<file path="src/rtl/fetch_prefetch_queue.sv">
// fetch_prefetch_queue: LC3 instruction-fetch unit. Owns the program counter,
// prefetches sequential instructions over a req/gnt/rvalid memory port (at most
// one request outstanding) into a DEPTH-entry queue that feeds decode.
//
// Handshakes:
//   memory : mem_req is a combinational offer; the request is taken on a cycle
//            where mem_req & mem_gnt. Its data comes back on a later cycle with
//            mem_rvalid. mem_gnt is ignored while mem_req is low.
//   decode : the head entry is transferred on a cycle where out_valid &
//            out_ready. out_valid never depends on out_ready.
// A redirect flushes the queue, reloads the PC and discards any in-flight
// response; it takes priority over a same-cycle push or pop.
module fetch_prefetch_queue #(
    parameter int              AW       = 16,
    parameter int              DW       = 16,
    parameter int              DEPTH    = 4,
    parameter logic [AW-1:0]   RESET_PC = 16'h3000
) (
    input  logic          clk,
    input  logic          rst,
    output logic          mem_req,
    output logic [AW-1:0] mem_addr,
    input  logic          mem_gnt,
    input  logic          mem_rvalid,
    input  logic [DW-1:0] mem_rdata,
    input  logic          stall_mem,
    input  logic          redirect,
    input  logic [AW-1:0] redirect_pc,
    output logic          out_valid,
    output logic [DW-1:0] out_instr,
    output logic [AW-1:0] out_pc,
    output logic [AW-1:0] out_npc,
    input  logic          out_ready
);

    localparam int PW = $clog2(DEPTH);
    localparam int CW = PW + 1;
    localparam logic [CW-1:0] DEPTH_CNT = CW'(DEPTH);

    // IDLE: may request; WAIT: response pending and wanted;
    // DRAIN: response pending but will be thrown away.
    localparam logic [1:0] ST_IDLE  = 2'd0;
    localparam logic [1:0] ST_WAIT  = 2'd1;
    localparam logic [1:0] ST_DRAIN = 2'd2;

    logic [1:0]    state_q,     state_d;
    logic [AW-1:0] fetch_pc_q,  fetch_pc_d;
    logic [AW-1:0] issued_pc_q, issued_pc_d;
    logic [PW-1:0] rd_ptr_q,    rd_ptr_d;
    logic [PW-1:0] wr_ptr_q,    wr_ptr_d;
    logic [CW-1:0] count_q,     count_d;
    logic [DW-1:0] instr_q [DEPTH];
    logic [DW-1:0] instr_d [DEPTH];
    logic [AW-1:0] pc_q    [DEPTH];
    logic [AW-1:0] pc_d    [DEPTH];

    logic push;
    logic pop;

    // Request offer, queue handshake qualifiers and head-of-queue outputs.
    always_comb begin
        mem_req   = rst && (state_q == ST_IDLE) && (count_q < DEPTH_CNT)
                    && !stall_mem && !redirect;
        mem_addr  = fetch_pc_q;
        push      = (state_q == ST_WAIT) && mem_rvalid && !redirect;
        out_valid = (count_q != '0);
        pop       = out_valid && out_ready && !redirect;
        out_instr = instr_q[rd_ptr_q];
        out_pc    = pc_q[rd_ptr_q];
        out_npc   = pc_q[rd_ptr_q] + AW'(1);
    end

    // Next-state for the fetch FSM and the program counter.
    always_comb begin
        state_d     = state_q;
        fetch_pc_d  = fetch_pc_q;
        issued_pc_d = issued_pc_q;
        if (redirect) begin
            fetch_pc_d = redirect_pc;
        end else if (mem_req && mem_gnt) begin
            fetch_pc_d  = fetch_pc_q + AW'(1);
            issued_pc_d = fetch_pc_q;
        end
        case (state_q)
            ST_IDLE: begin
                if (mem_req && mem_gnt) state_d = ST_WAIT;
            end
            ST_WAIT: begin
                if (mem_rvalid)    state_d = ST_IDLE;
                else if (redirect) state_d = ST_DRAIN;
            end
            ST_DRAIN: begin
                if (mem_rvalid) state_d = ST_IDLE;
            end
            default: state_d = ST_IDLE;
        endcase
    end

    // Next-state for queue pointers, occupancy and storage.
    always_comb begin
        rd_ptr_d = rd_ptr_q;
        wr_ptr_d = wr_ptr_q;
        count_d  = count_q;
        instr_d  = instr_q;
        pc_d     = pc_q;
        if (redirect) begin
            rd_ptr_d = '0;
            wr_ptr_d = '0;
            count_d  = '0;
        end else begin
            if (push) begin
                instr_d[wr_ptr_q] = mem_rdata;
                pc_d[wr_ptr_q]    = issued_pc_q;
                wr_ptr_d          = wr_ptr_q + PW'(1);
            end
            if (pop) begin
                rd_ptr_d = rd_ptr_q + PW'(1);
            end
            if (push && !pop) begin
                count_d = count_q + CW'(1);
            end else if (pop && !push) begin
                count_d = count_q - CW'(1);
            end
        end
    end

    // State registers with asynchronous active-low reset.
    always_ff @(posedge clk or negedge rst) begin
        if (!rst) begin
            state_q     <= ST_IDLE;
            fetch_pc_q  <= RESET_PC;
            issued_pc_q <= '0;
            rd_ptr_q    <= '0;
            wr_ptr_q    <= '0;
            count_q     <= '0;
            for (int i = 0; i < DEPTH; i++) begin
                instr_q[i] <= '0;
                pc_q[i]    <= '0;
            end
        end else begin
            state_q     <= state_d;
            fetch_pc_q  <= fetch_pc_d;
            issued_pc_q <= issued_pc_d;
            rd_ptr_q    <= rd_ptr_d;
            wr_ptr_q    <= wr_ptr_d;
            count_q     <= count_d;
            instr_q     <= instr_d;
            pc_q        <= pc_d;
        end
    end

endmodule

</file>
<file path="config.mk">
export PLATFORM = sky130hd
export DESIGN_NAME = fetch_prefetch_queue
export DESIGN_NICKNAME = d
export VERILOG_FILES = /design/src/rtl/fetch_prefetch_queue.sv
export SDC_FILE = /design/constraint.sdc
export NUM_CORES = 1
export LEC_CHECK = 0
export ABC_AREA = 1
export BUFFER_PORTS_ARGS = -buffer_cell sky130_fd_sc_hd__buf_4
export CAP_MARGIN = 10
export CORE_UTILIZATION = 45
export CTS_BUF_LIST = sky130_fd_sc_hd__clkbuf_8
export CTS_CLUSTER_SIZE = 8
export DETAILED_ROUTE_END_ITERATION = 8
export PLACE_DENSITY = 0.74
export SYNTH_ARGS = -nofsm -noshare
export SYNTH_HDL_FRONTEND = slang
export SYNTH_SLANG_ARGS = --single-unit
export TNS_END_PERCENT = 30
</file>
<file path="constraint.sdc">
create_clock -name clk -period 3.73 [get_ports clk]
set_input_delay 0.746 -clock clk [delete_from_list [all_inputs] [get_ports clk]]
set_output_delay 0.746 -clock clk [all_outputs]
set_load 0.02 [all_outputs]
</file>
# [Yosys cells after proc, flatten, opt, wreduce, memory -nomap -nowiden]
# Index checks and enable logic that the tools add are counted.
[word_totals] ff_bits=169 inputBits=39 out_inout_bits=66 word_cells=81
[op_classes] add_sub_neg=6 magnitude_cmp=4 eq_ne=5 n_mux=24 bitwise=3 n_reduce_logical=25
[ops] op="64-bit bitwise mux" n=2
[ops] op="16-bit two-way mux" n=7
[ops] op="16-bit binary-select mux with 2-bit select" n=2
[ops] op="16-bit by 1-bit adder with 16-bit output (second input constant)" n=2
[ops] op="16-bit demux with 2-bit select" n=1
[ops] op="2-bit two-way mux" n=8
[ops] op="1-bit logical AND" n=12
[ops] op="3-bit two-way mux" n=3
[ops] op="3-bit >= comparator (second input constant)" n=2
[ops] op="2-bit inverter with 3-bit output" n=2
[ops] op="2-bit one-hot mux with 3 select lines" n=1
[ops] op="2-bit nonzero test" n=3
[ops] op="3-bit nonzero test" n=2
[ops] op="2-bit by 1-bit adder with 2-bit output (second input constant)" n=2
[ops] op="1-bit logical NOT" n=4
[ops] op="2-bit AND reduction" n=2
[ops] op="3-bit by 1-bit adder with 3-bit output (second input constant)" n=1
[ops] op="3-bit by 1-bit < comparator with 1-bit output (second input constant)" n=1
[ops] op="3-bit < comparator (second input constant)" n=1
[ops] op="3-bit != test (second input constant)" n=1
[ops] op="3-bit AND reduction" n=1
[ops] op="3-bit by 1-bit subtractor with 3-bit output (second input constant)" n=1
[ops] op="2-bit by 1-bit == test with 1-bit output (second input constant)" n=1
[ops] op="2-bit == test (second input constant)" n=1
[ops] op="4 further kinds" n=4

# [Logic depth before layout (Yosys ltp)]
# Gate-level depths: netlist (run 1).
[depth] ltp_word=8 ltp_mapped=14

# [Least setup slack after synthesis (run 1)]
# OpenSTA, ideal clock, no wires.
[synth_path] path_kind="flip-flop to output port" start="reg rd_ptr_q[1]" end="out out_npc[6]" t_arrival_ps=1927 path_slack_ps=1057 path_stages_with_launch=10 n_path_buf=1 path_cell_list="dfrtp_1 > inv_1 > buf_1 > nand2_1 > nand2_1 > ha_1 > inv_1 > nor2_2 > nand3_2 > xor2_1"
[synth_between] elab_chain_len=5
[synth_lines] element="start, declared" line="49" source="logic [PW-1:0] rd_ptr_q, rd_ptr_d;"
[synth_lines] element="start signal, assigned" line="144" source="rd_ptr_q <= rd_ptr_d;"
[synth_lines] element="2-bit inverter with 3-bit output"
[synth_lines] element="16-bit binary-select mux with 2-bit select"
[synth_lines] element="16-bit two-way mux (2 in a row)"
[synth_lines] element="net out_pc[1]" line="31" source="output logic [AW-1:0] out_pc,"
[synth_lines] element="16-bit by 1-bit adder with 16-bit output" line="70" source="out_npc = pc_q[rd_ptr_q] + AW'(1);"
[synth_lines] element="end, declared" line="32" source="output logic [AW-1:0] out_npc,"
# The timed path passes the listed nets, and every way through them passes these cells. The select of a mux whose other input is x is not followed.

# [Worst setup path after layout (run 1)]
[layout_path] start="reg rd_ptr_q[0]" end="out out_npc[14]"
[layout_between] elab_chain_len=5
[layout_lines] element="2-bit inverter with 3-bit output (not written as such)" line="70"
[layout_lines] element="16-bit binary-select mux with 2-bit select" line="70"
[layout_lines] element="16-bit two-way mux (not written as such) (2 in a row)" line="70"
[layout_lines] element="16-bit by 1-bit adder with 16-bit output" line="70"
# Every way passes these cells. The select of a mux whose other input is x is not followed.

==> results of run 1 <==
==> per-layer routing <==
metal | track usage, % | vias to the layer above | part of all wire, %
met2 | 34.12 | 211 | 45
met4 | 7.143 | 0 | 1.3
met5 | 0 | - | 0
li1 | - | 3516 | -
met3 | 4.185 | 21 | 6.3
met1 | 32.31 | 3282 | 47
==> critical path, cell delays in order (launching register included) <==
cell	delay, ns
dfrtp_2	0.38
clkbuf_8	0.42
nand2_1	0.16
nand2_1	0.11
nand2_1	0.05
nand2_1	0.12
ha_1	0.22
inv_1	0.06
nor2_2	0.17
nand3_2	0.17
inv_2	0.09
nand2_1	0.05
nand2_1	0.05
nand2_1	0.04
buf_4	0.15
==> metrics by stage <==
stage	hold slack (ns)	setup slack (ns)	util, %	area, µm²	std cells
after floorplan	0.4478	1.057	-	8209	1042
after global placement	0.4607	0.7338	50.84	9101	1331
after detailed placement	0.4686	0.6454	50.84	9101	1331
after CTS	0.1841	0.09468	52.93	9475	1362
after global routing	0.1923	0.02905	53.08	9502	1363
final	0.1891	0.2646	53.08	9502	1363
==> power breakdown <==
| part | internal, mW | leakage (nW) | switching (mW) | total, mW |
|---|---|---|---|---|
| Clock | 0.613 | 0.204 | 0.649 | 1.26 |
| Combinational | 0.735 | 2.22 | 1.32 | 2.06 |
| Sequential | 2.08 | 2.27 | 0.158 | 2.24 |
==> area by class of cell <==
cell class	instances	area, µm²
fill	1725	8401
sequential	169	4233
multi-input combinational	738	3413
timing repair buffer	113	883.3
inverter	83	311.5
tap	229	286.5
clock buffer	19	261.5
clock inverter	12	112.6
==> final timing paths <==
check,startpoint,endpoint,slack [ns]
setup / recovery,rd_ptr_q[0],out_npc[14],0.26
hold / removal,rst,pc_q[48],0.19
setup reg to reg,state_q[1],pc_q[29],1.55
hold reg to reg,instr_q[32],instr_q[32],0.48
max in group asynchronous,rst,pc_q[59],2.28
min in group clk,instr_q[32],instr_q[32],0.48
==> registers in the layout (all words and copies together), names as in the netlist <==
register,flops
state_q,2
issued_pc_q,16
rd_ptr_q,2
instr_q,64
mem_addr,16
count_q,3
pc_q,64
wr_ptr_q,2
==> layout by cell type, fill, tap and decap left out, types with 11 or more instances in the layout <==
cell      synthesis  final
o22ai_1          17     17
nand2_2          12     12
dfrtp_1         167    166
nor2_1           71     71
o21ai_0         186    186
nand2_1         335    335
a21oi_1          11     11
nand3_1          55     55
buf_4             6    109
inv_1            73     78
clkbuf_8          0     20
==> cell families after synthesis <==
| kind of cell | count (synthesis) | synth area share, % |
|---|---|---|
| flip-flops | 169 | 51.55 |
| AO/OA/AOI/OAI | 226 | 14.36 |
| adder cells (fa/ha/maj) | 7 | 1.158 |
| AND/OR/NAND/NOR | 495 | 25.00 |
| XOR/XNOR | 10 | 1.067 |
| buffers and inverters | 135 | 6.874 |
==> summary.md, run 1 <==
| Metric | Value |
|---|---|
| Outcome | `completed` |
| DR pass1 iterations | `5` |
| VDD IR-drop max | `0.2726 mV` |
| CTS Buf Count | `17` |
| Crit path kind | `flip-flop to output port` |
| Ys async rst share | `100.0%` |
| HP Class | `primary input to async pin` |
| Clock sinks | `169` |
| Initial core utilization | `45.86%` |
| Leak Pwr | `4.694 nW` |
| Die H | `137.1 µm` |
| DP HPWL | `12.39 mm` |
| FMAX | `288.6 MHz` |
| Clock skew | `0.006826 ns` |
| Worst skew pair latency | `0.46 ns` |
| # hold bufs at CTS | `0` |
| Number of flops mapped to enable cells by yosys | `0` |
| WL/cell | `14.28 µm` |
| Synth Warn # | `0` |
| Core ar. | `0.01790 mm²` |
| GRT Util Overall | `22.44%` |
| Layout cells sized above 1 | `15.43%` |
| Largest area contributor in the netlist | `dfrtp_1` |
| PwrDens | `584.6 mW/mm²` |
| PostCTS Resize Cnt | `0` |
| Nets | `1168` |
| Top cell type's share of synthesized area | `50.91%` |
| Vias in the first global route | `6583` |
| Tmin final | `3.465 ns` |
| CTS Buffer Depth | `2` |
| Hold Violations, Final | `0` |
| Row count | `49` |
| Buffers on Ports | `104` |
| Top cells by area, synth | `dfrtp_1 (51%), nand2_1 (15%), o21ai_0 (11%)` |
| WP data required | `2.98 ns` |
| GP Congestion | `0.7873` |
| CTS tree | `yes` |
| Top Ports | `105` |
| Routed Antenna Nets | `0` |
| Final setup fails | `0` |
| Post-CTS Setup Inserts | `0` |
| Worst-path fanout max | `67` |
| Mapped Avg Cell Area | `7.878 µm²` |
| Worst slew pin tran | `1.138 ns` |
| Syn Inst Count | `1042` |
| Width of the chip | `137.1 µm` |
| Synth Cell Area | `0.008209 mm²` |
| Largest net degree at the start of global routing | `75` |
| Post-synth top flop | `dfrtp_1` |
| Period utilization | `92.91%` |
| Die area | `0.01879 mm²` |
| Slew headroom | `23.87%` |
| Root buffer cell | `clkbuf_8` |
| Post-synthesis register bit count | `169` |
| GR Overflow Total | `0` |
| Clock transition at path regs | `0.08 ns` |
| Area delta synth->final | `15.74%` |
| Crit path DAT | `2.72 ns` |
| Max Transition Viols Final | `0` |
| Initial antenna violation count | `0` |
| Residual DRC | `0` |
| Top-count cell post-synth | `nand2_1` |
| 1st-iter DRT viols | `655` |
| R2r worst-path depth | `5` |
| Power Total | `5.555 mW` |
| Startpoint Class | `flip-flop` |
| RSZ-0062 raised after global routing | `false` |
| Synth cell types | `32` |
| Total Wirelength | `19.46 mm` |
| Setup_tns | `0 ns` |
| Critical Path Sink Type | `output port` |
| First-pass GRT wire length | `32.78 mm` |
| Top cells by count, synth | `nand2_1 (335), o21ai_0 (186), dfrtp_1 (167), inv_1 (73), nor2_1 (71)` |
| Vias post-DR | `7030` |
| H-tree depth | `4` |
| Seq/Total Area, Yosys | `51.55%` |
| DR vias/cell | `5.158` |
| Antenna cells | `0` |
| Maximum capacitance violations | `0` |
| Syn nets | `1088` |
Power figures use the tool's default switching activity.
==> inputs of run 2 (changes only) <==
==> constraint.sdc (replaced) <==
create_clock -name clk -period 3.73 [get_ports clk]
set_input_delay 0.1865 -clock clk [delete_from_list [all_inputs] [get_ports clk]]
set_output_delay 0.1865 -clock clk [all_outputs]
set_load 0.02 [all_outputs]
==> summary.md, run 2 (synthesis results as in run 1) <==
| Metric | Value |
|---|---|
| Outcome | `completed` |
| 1st-iter DRT viols | `528` |
| Most frequent cells in the layout | `nand2_1 (335), o21ai_0 (186), dfrtp_1 (166)` |
| Maximum capacitance violations | `0` |
| CTS tree | `yes` |
| Worst slew pin tran | `1.139 ns` |
| Die area | `0.01879 mm²` |
| Worst-path fanout max | `35` |
| Initial core utilization | `45.86%` |
| FMAX | `309.0 MHz` |
| Biggest regs | `instr_q x64, pc_q x64` |
| Clock skew | `0.01119 ns` |
| Critical Path Sink Type | `output port` |
| Buffers on Ports | `104` |
| Row count | `49` |
| RSZ-0062 raised after global routing | `false` |
| Crit path DAT | `3.05 ns` |
| PwrDens | `571.9 mW/mm²` |
| Die H | `137.1 µm` |
| Clock sinks | `169` |
| Crit path cell chain | `inv_2, nand2_1, nand2_1, nand2_1, nand2_1, ha_1, inv_1, nor2_2, nand3_2, inv_2, nand2_1, nand2_1, nand2_1, buf_4` |
| Vias post-DR | `7018` |
| Hold path start | `redirect_pc[13]` |
| Most common cell after layout, fill and taps aside | `nand2_1` |
| Leak Pwr | `4.740 nW` |
| Slowest cell on the critical path | `dfrtp_2` |
| Crit path kind | `flip-flop to output port` |
| WP buf/inv | `4` |
| Initial antenna violation count | `0` |
| H-tree depth | `4` |
| Routed Antenna Nets | `0` |
| Delay-heaviest family, CP | `simple AND/OR/NAND/NOR gates` |
| DP HPWL | `12.50 mm` |
| Total Wirelength | `19.48 mm` |
| First-pass GRT wire length | `32.51 mm` |
| HP Class | `primary input to flip-flop` |
| PostCTS Resize Cnt | `0` |
| VDD IR-drop max | `0.2575 mV` |
| Core ar. | `0.01790 mm²` |
| Clock transition at path regs | `0.10 ns` |
| Slew headroom | `23.82%` |
| R2R Path Start | `state_q[1]` |
| Top Ports | `105` |
| Max Transition Viols Final | `0` |
| GRT Util Overall | `22.36%` |
| CP max stage delay | `0.61 ns` |
| GP Congestion | `0.8251` |
| CTS Buf Count | `17` |
| Layout cells sized above 1 | `15.30%` |
| WP data required | `3.54 ns` |
| Most common cell on crit path | `nand2_1` |
| Critical path launch point | `rd_ptr_q[0]` |
| DR pass1 iterations | `5` |
| Final setup fails | `0` |
| Area delta synth->final | `17.33%` |
| GR Overflow Total | `0` |
| WL/cell | `14.13 µm` |
| Root buffer cell | `clkbuf_8` |
| Width of the chip | `137.1 µm` |
| Worst setup margin | `0.4935 ns` |
| Largest net degree at the start of global routing | `67` |
| DR vias/cell | `5.089` |
| Antenna cells | `0` |
| CTS Buffer Depth | `2` |
| Vias in the first global route | `6529` |
| Tmin final | `3.237 ns` |
| Nets | `1183` |
| Dpl ws | `0.9942 ns` |
| Period utilization | `86.77%` |
| # hold bufs at CTS | `17` |
| Post-CTS Setup Inserts | `0` |
| Setup_tns | `0 ns` |
| Startpoint Class | `flip-flop` |
| Hold Violations, Final | `0` |
| Worst skew pair latency | `0.47 ns` |
| Residual DRC | `0` |
## run 2: worst paths after layout
kind                           endpoint  slack [ns]  cells past startpoint
min in group asynchronous      pc_q[59]        0.21                      2
min reg2reg                 instr_q[42]        0.49                      2
max                         out_npc[14]        0.49                     14
min                        mem_addr[13]        0.03                      5
max in group asynchronous   rd_ptr_q[0]        2.32                      3
max reg2reg                 instr_q[45]        1.51                      5
## run 2: report_power, final
group	switching (mW)	internal [mW]	leakage [nW]
Combinational	1.30	0.730	2.27
Sequential	0.178	2.08	2.27
Clock	0.665	0.557	0.196
Total	2.14	3.37	4.74
## run 2: layer usage
layer	up-vias	part of all wire (%)	track usage [%]
li1	3541	-	-
met1	3297	49	32.07
met2	164	45	33.87
met3	16	5.0	5.000
met4	0	1.0	6.410
met5	-	0	0
## run 2: tightest hold or removal path: stages
cell and delay (ns):
buf_4 0.08, nand2_1 0.05, o21ai_0 0.06, inv_1 0.04
nand3_1 0.05
## run 2: cell type report
| type | instances | area [µm²] |
|---|---|---|
| Clock buffer | 19 | 261.5 |
| Clock inverter | 13 | 106.4 |
| Fill cell | 1733 | 8270 |
| Inverter | 83 | 311.5 |
| Multi-Input combinational cell | 738 | 3413 |
| Sequential cell | 169 | 4233 |
| Tap cell | 229 | 286.5 |
| Timing Repair Buffer | 128 | 1020 |
## run 2: metrics by stage
stage	area, µm²	cells	util [%]	hold slack, ns	power (mW)
5_1_grt	9632	1379	53.80	0.03351	5.857
3_5_place_dp	9074	1329	50.68	0.1161	4.312
3_3_place_gp	9074	1329	50.68	0.1163	4.281
6_report	9632	1379	53.80	0.02965	5.509
2_1_floorplan	8209	1042	-	-0.1091	3.532
4_1_cts	9612	1378	53.69	0.004258	5.541
==> inputs of run 3 (changes only) <==
ABC_AREA = default   (was 1)
==> summary.md, run 3 <==
| Metric | Value |
|---|---|
| Worst-path fanout max | `25` |
| H-tree depth | `4` |
| Post-synthesis mux area share | `27.67%` |
| Hold path start | `redirect` |
| Startpoint Class | `flip-flop` |
| Simple-gate share of the synthesized area | `9.435%` |
| Crit path cell chain | `mux4_1, ha_1, nand2_1, nor3_2, nand2_1, xnor2_1, buf_4` |
| FMAX | `314.7 MHz` |
| Seq/Total Area, Yosys | `53.36%` |
| Worst setup margin | `0.5529 ns` |
| Antenna cells | `0` |
| Final setup fails | `0` |
| Syn Inst Count | `582` |
| Combinational share of power | `29.9%` |
| Crit path DAT | `2.99 ns` |
| Sw power | `1.751 mW` |
| Top-count cell post-synth | `dfrtp_1` |
| Slowest cell on the critical path | `dfrtp_2` |
| HP Class | `primary input to flip-flop` |
| Top cells by count, synth | `dfrtp_1 (167), mux2_2 (128), nand2_1 (83), mux4_2 (26), buf_2 (21)` |
| GP Congestion | `0.8517` |
| 1st-iter DRT viols | `281` |
| Clock sinks | `169` |
| Ys async rst share | `100.0%` |
| Int Pwr | `3.345 mW` |
| Outcome | `completed` |
| Core ar. | `0.01724 mm²` |
| Residual DRC | `0` |
| DR pass1 iterations | `5` |
| Worst slew pin tran | `0.8328 ns` |
| Sw Share | `34.36%` |
| DP HPWL | `11.55 mm` |
| Synth Warn # | `0` |
| Synth Cell Area | `0.007930 mm²` |
| Vias in the first global route | `5550` |
| Largest net degree at the start of global routing | `66` |
| Layout cells sized above 1 | `43.07%` |
| CTS Buf Count | `17` |
| Post-synth top flop | `dfrtp_1` |
| Largest family of logic cells by synthesized area | `multiplexers` |
| Delay-heaviest family, CP | `flip-flops` |
| RSZ-0062 raised after global routing | `false` |
| Routed Antenna Nets | `0` |
| Tmin final | `3.177 ns` |
| Area delta synth->final | `21.06%` |
| Synth Area in Compound Gates | `3.471%` |
| Leak Pwr | `4.691 nW` |
| CTS tree | `yes` |
| DR vias/cell | `5.502` |
| Period utilization | `85.18%` |
| Power Total | `5.097 mW` |
| Root buffer cell | `clkbuf_8` |
| Biggest regs | `instr_q x64, pc_q x64` |
| R2R Path Start | `state_q[1]` |
| Nets | `762` |
| Sequential Power Share | `45.8%` |
| Hold Violations, Final | `0` |
| Setup_tns | `0 ns` |
| Initial core utilization | `46.01%` |
| Row count | `48` |
| Slew headroom | `44.48%` |
| Most frequent cells in the layout | `dfrtp_1 (166), mux2_2 (128), buf_4 (113)` |
| Critical Path Sink Type | `output port` |
| Width of the chip | `134.8 µm` |
| Design Area, Final | `0.009600 mm²` |
| CP max stage delay | `0.93 ns` |
| Dpl cell area | `0.008884 mm²` |
| GR Overflow Total | `0` |
| Most common cell after layout, fill and taps aside | `dfrtp_1` |
| Top Ports | `105` |
| Clock transition at path regs | `0.10 ns` |
| First-pass GRT wire length | `28.79 mm` |
| Top cell type's share of synthesized area | `52.70%` |
| Synth Area in XOR/XNOR | `2.098%` |
| Vias post-DR | `5249` |
| Worst skew pair latency | `0.46 ns` |
| Top cells by area, synth | `dfrtp_1 (53%), mux2_2 (18%), mux4_2 (7.4%)` |
| Mapped Avg Cell Area | `13.63 µm²` |
| CTS Buffer Depth | `2` |
| # hold bufs at CTS | `34` |
| Crit path kind | `flip-flop to output port` |
| WP data required | `3.54 ns` |
| Maximum capacitance violations | `0` |
| WL/cell | `18.03 µm` |
| Buffers on Ports | `104` |
| Clock skew | `0.01350 ns` |
| Critical path launch point | `rd_ptr_q[0]` |
| Post-synthesis register bit count | `169` |
| Most common cell on crit path | `nand2_1` |
| Total Wirelength | `17.20 mm` |
| GRT Util Overall | `20.60%` |
| Largest area contributor in the netlist | `dfrtp_1` |
| Post-CTS Setup Inserts | `0` |
| Initial antenna violation count | `0` |
| WP buf/inv | `1` |
| Dpl ws | `1.002 ns` |
| VDD IR-drop max | `0.2611 mV` |
| Syn nets | `628` |
| PostCTS Resize Cnt | `0` |
| Clk pwr share | `24.3%` |
| Number of flops mapped to enable cells by yosys | `0` |
| Worst hold slack | `0.1046 ns` |
| Synth cell types | `50` |
| Post-Synth Adder-Cell Area | `1.199%` |
| Max Transition Viols Final | `0` |
| Die H | `134.8 µm` |
| PwrDens | `530.9 mW/mm²` |
| Die area | `0.01816 mm²` |
==> run 3: changes by cell type after synthesis, sizes merged, moves of 11 or more <==
| cell | change |
|---|---|
| nand2 | -265 |
| o21ai | -175 |
| mux2 | +128 |
| inv | -73 |
| nor2 | -62 |
| nand3 | -42 |
| mux4 | +32 |
| clkbuf | -20 |
| o22ai | -17 |
| xnor2 | +11 |
==> run 3: layout make-up <==
| cell class | count | area (µm²) |
|---|---|---|
| Inverter | 8 | 30.03 |
| Clock inverter | 15 | 142.6 |
| Sequential cell | 169 | 4233 |
| Timing Repair Buffer | 148 | 1200 |
| Tap cell | 225 | 281.5 |
| Clock buffer | 17 | 234.0 |
| Multi-Input combinational cell | 372 | 3480 |
| Fill cell | 1395 | 7636 |
==> run 3: cells by family (layout without fill, tap and decap cells) <==
group / Yosys count / in the layout
flops: 169 / 169
mux: 161 / 161
simple gates: 146 / 146
buf+inv: 41 / 188
compound gates: 39 / 39
xor+xnor: 19 / 19
fa+ha+maj: 7 / 7
==> run 3: path summary, 6_finish.rpt <==
kind / end / slack (ns) / depth (start not counted)
max in group asynchronous: rd_ptr_q[0] / 2.24 / 3
min: rd_ptr_q[0] / 0.10 / 2
min reg2reg: pc_q[46] / 0.50 / 1
min in group asynchronous: pc_q[26] / 0.24 / 2
max reg2reg: mem_addr[15] / 1.56 / 6
max: out_npc[10] / 0.55 / 7
==> run 3: routing by layer <==
layer	track usage [%]	vias to the layer above	share of wire (%)
li1	-	2381	-
met1	27.64	2717	44
met2	33.99	132	51
met3	3.941	19	3.9
met4	6.367	0	1.3
met5	0	-	0
==> run 3: metrics by stage <==
step                      utilization, %  cells
after floorplan                        -    582
after global placement             51.54    888
after detailed placement           51.54    888
after CTS                          55.70    954
after global routing               55.70    954
final                              55.70    954
==> run 3: power by group through the flow <==
| stage | Combinational, mW | Clock, mW | Sequential, mW |
|---|---|---|---|
| 2_1_floorplan | 1.02 | 0 | 2.24 |
| 3_3_place_gp | 1.48 | 0 | 2.35 |
| 3_5_place_dp | 1.51 | 0 | 2.38 |
| 4_1_cts | 1.54 | 1.27 | 2.34 |
| 5_1_grt | 1.64 | 1.35 | 2.38 |
| 6_report | 1.52 | 1.24 | 2.34 |
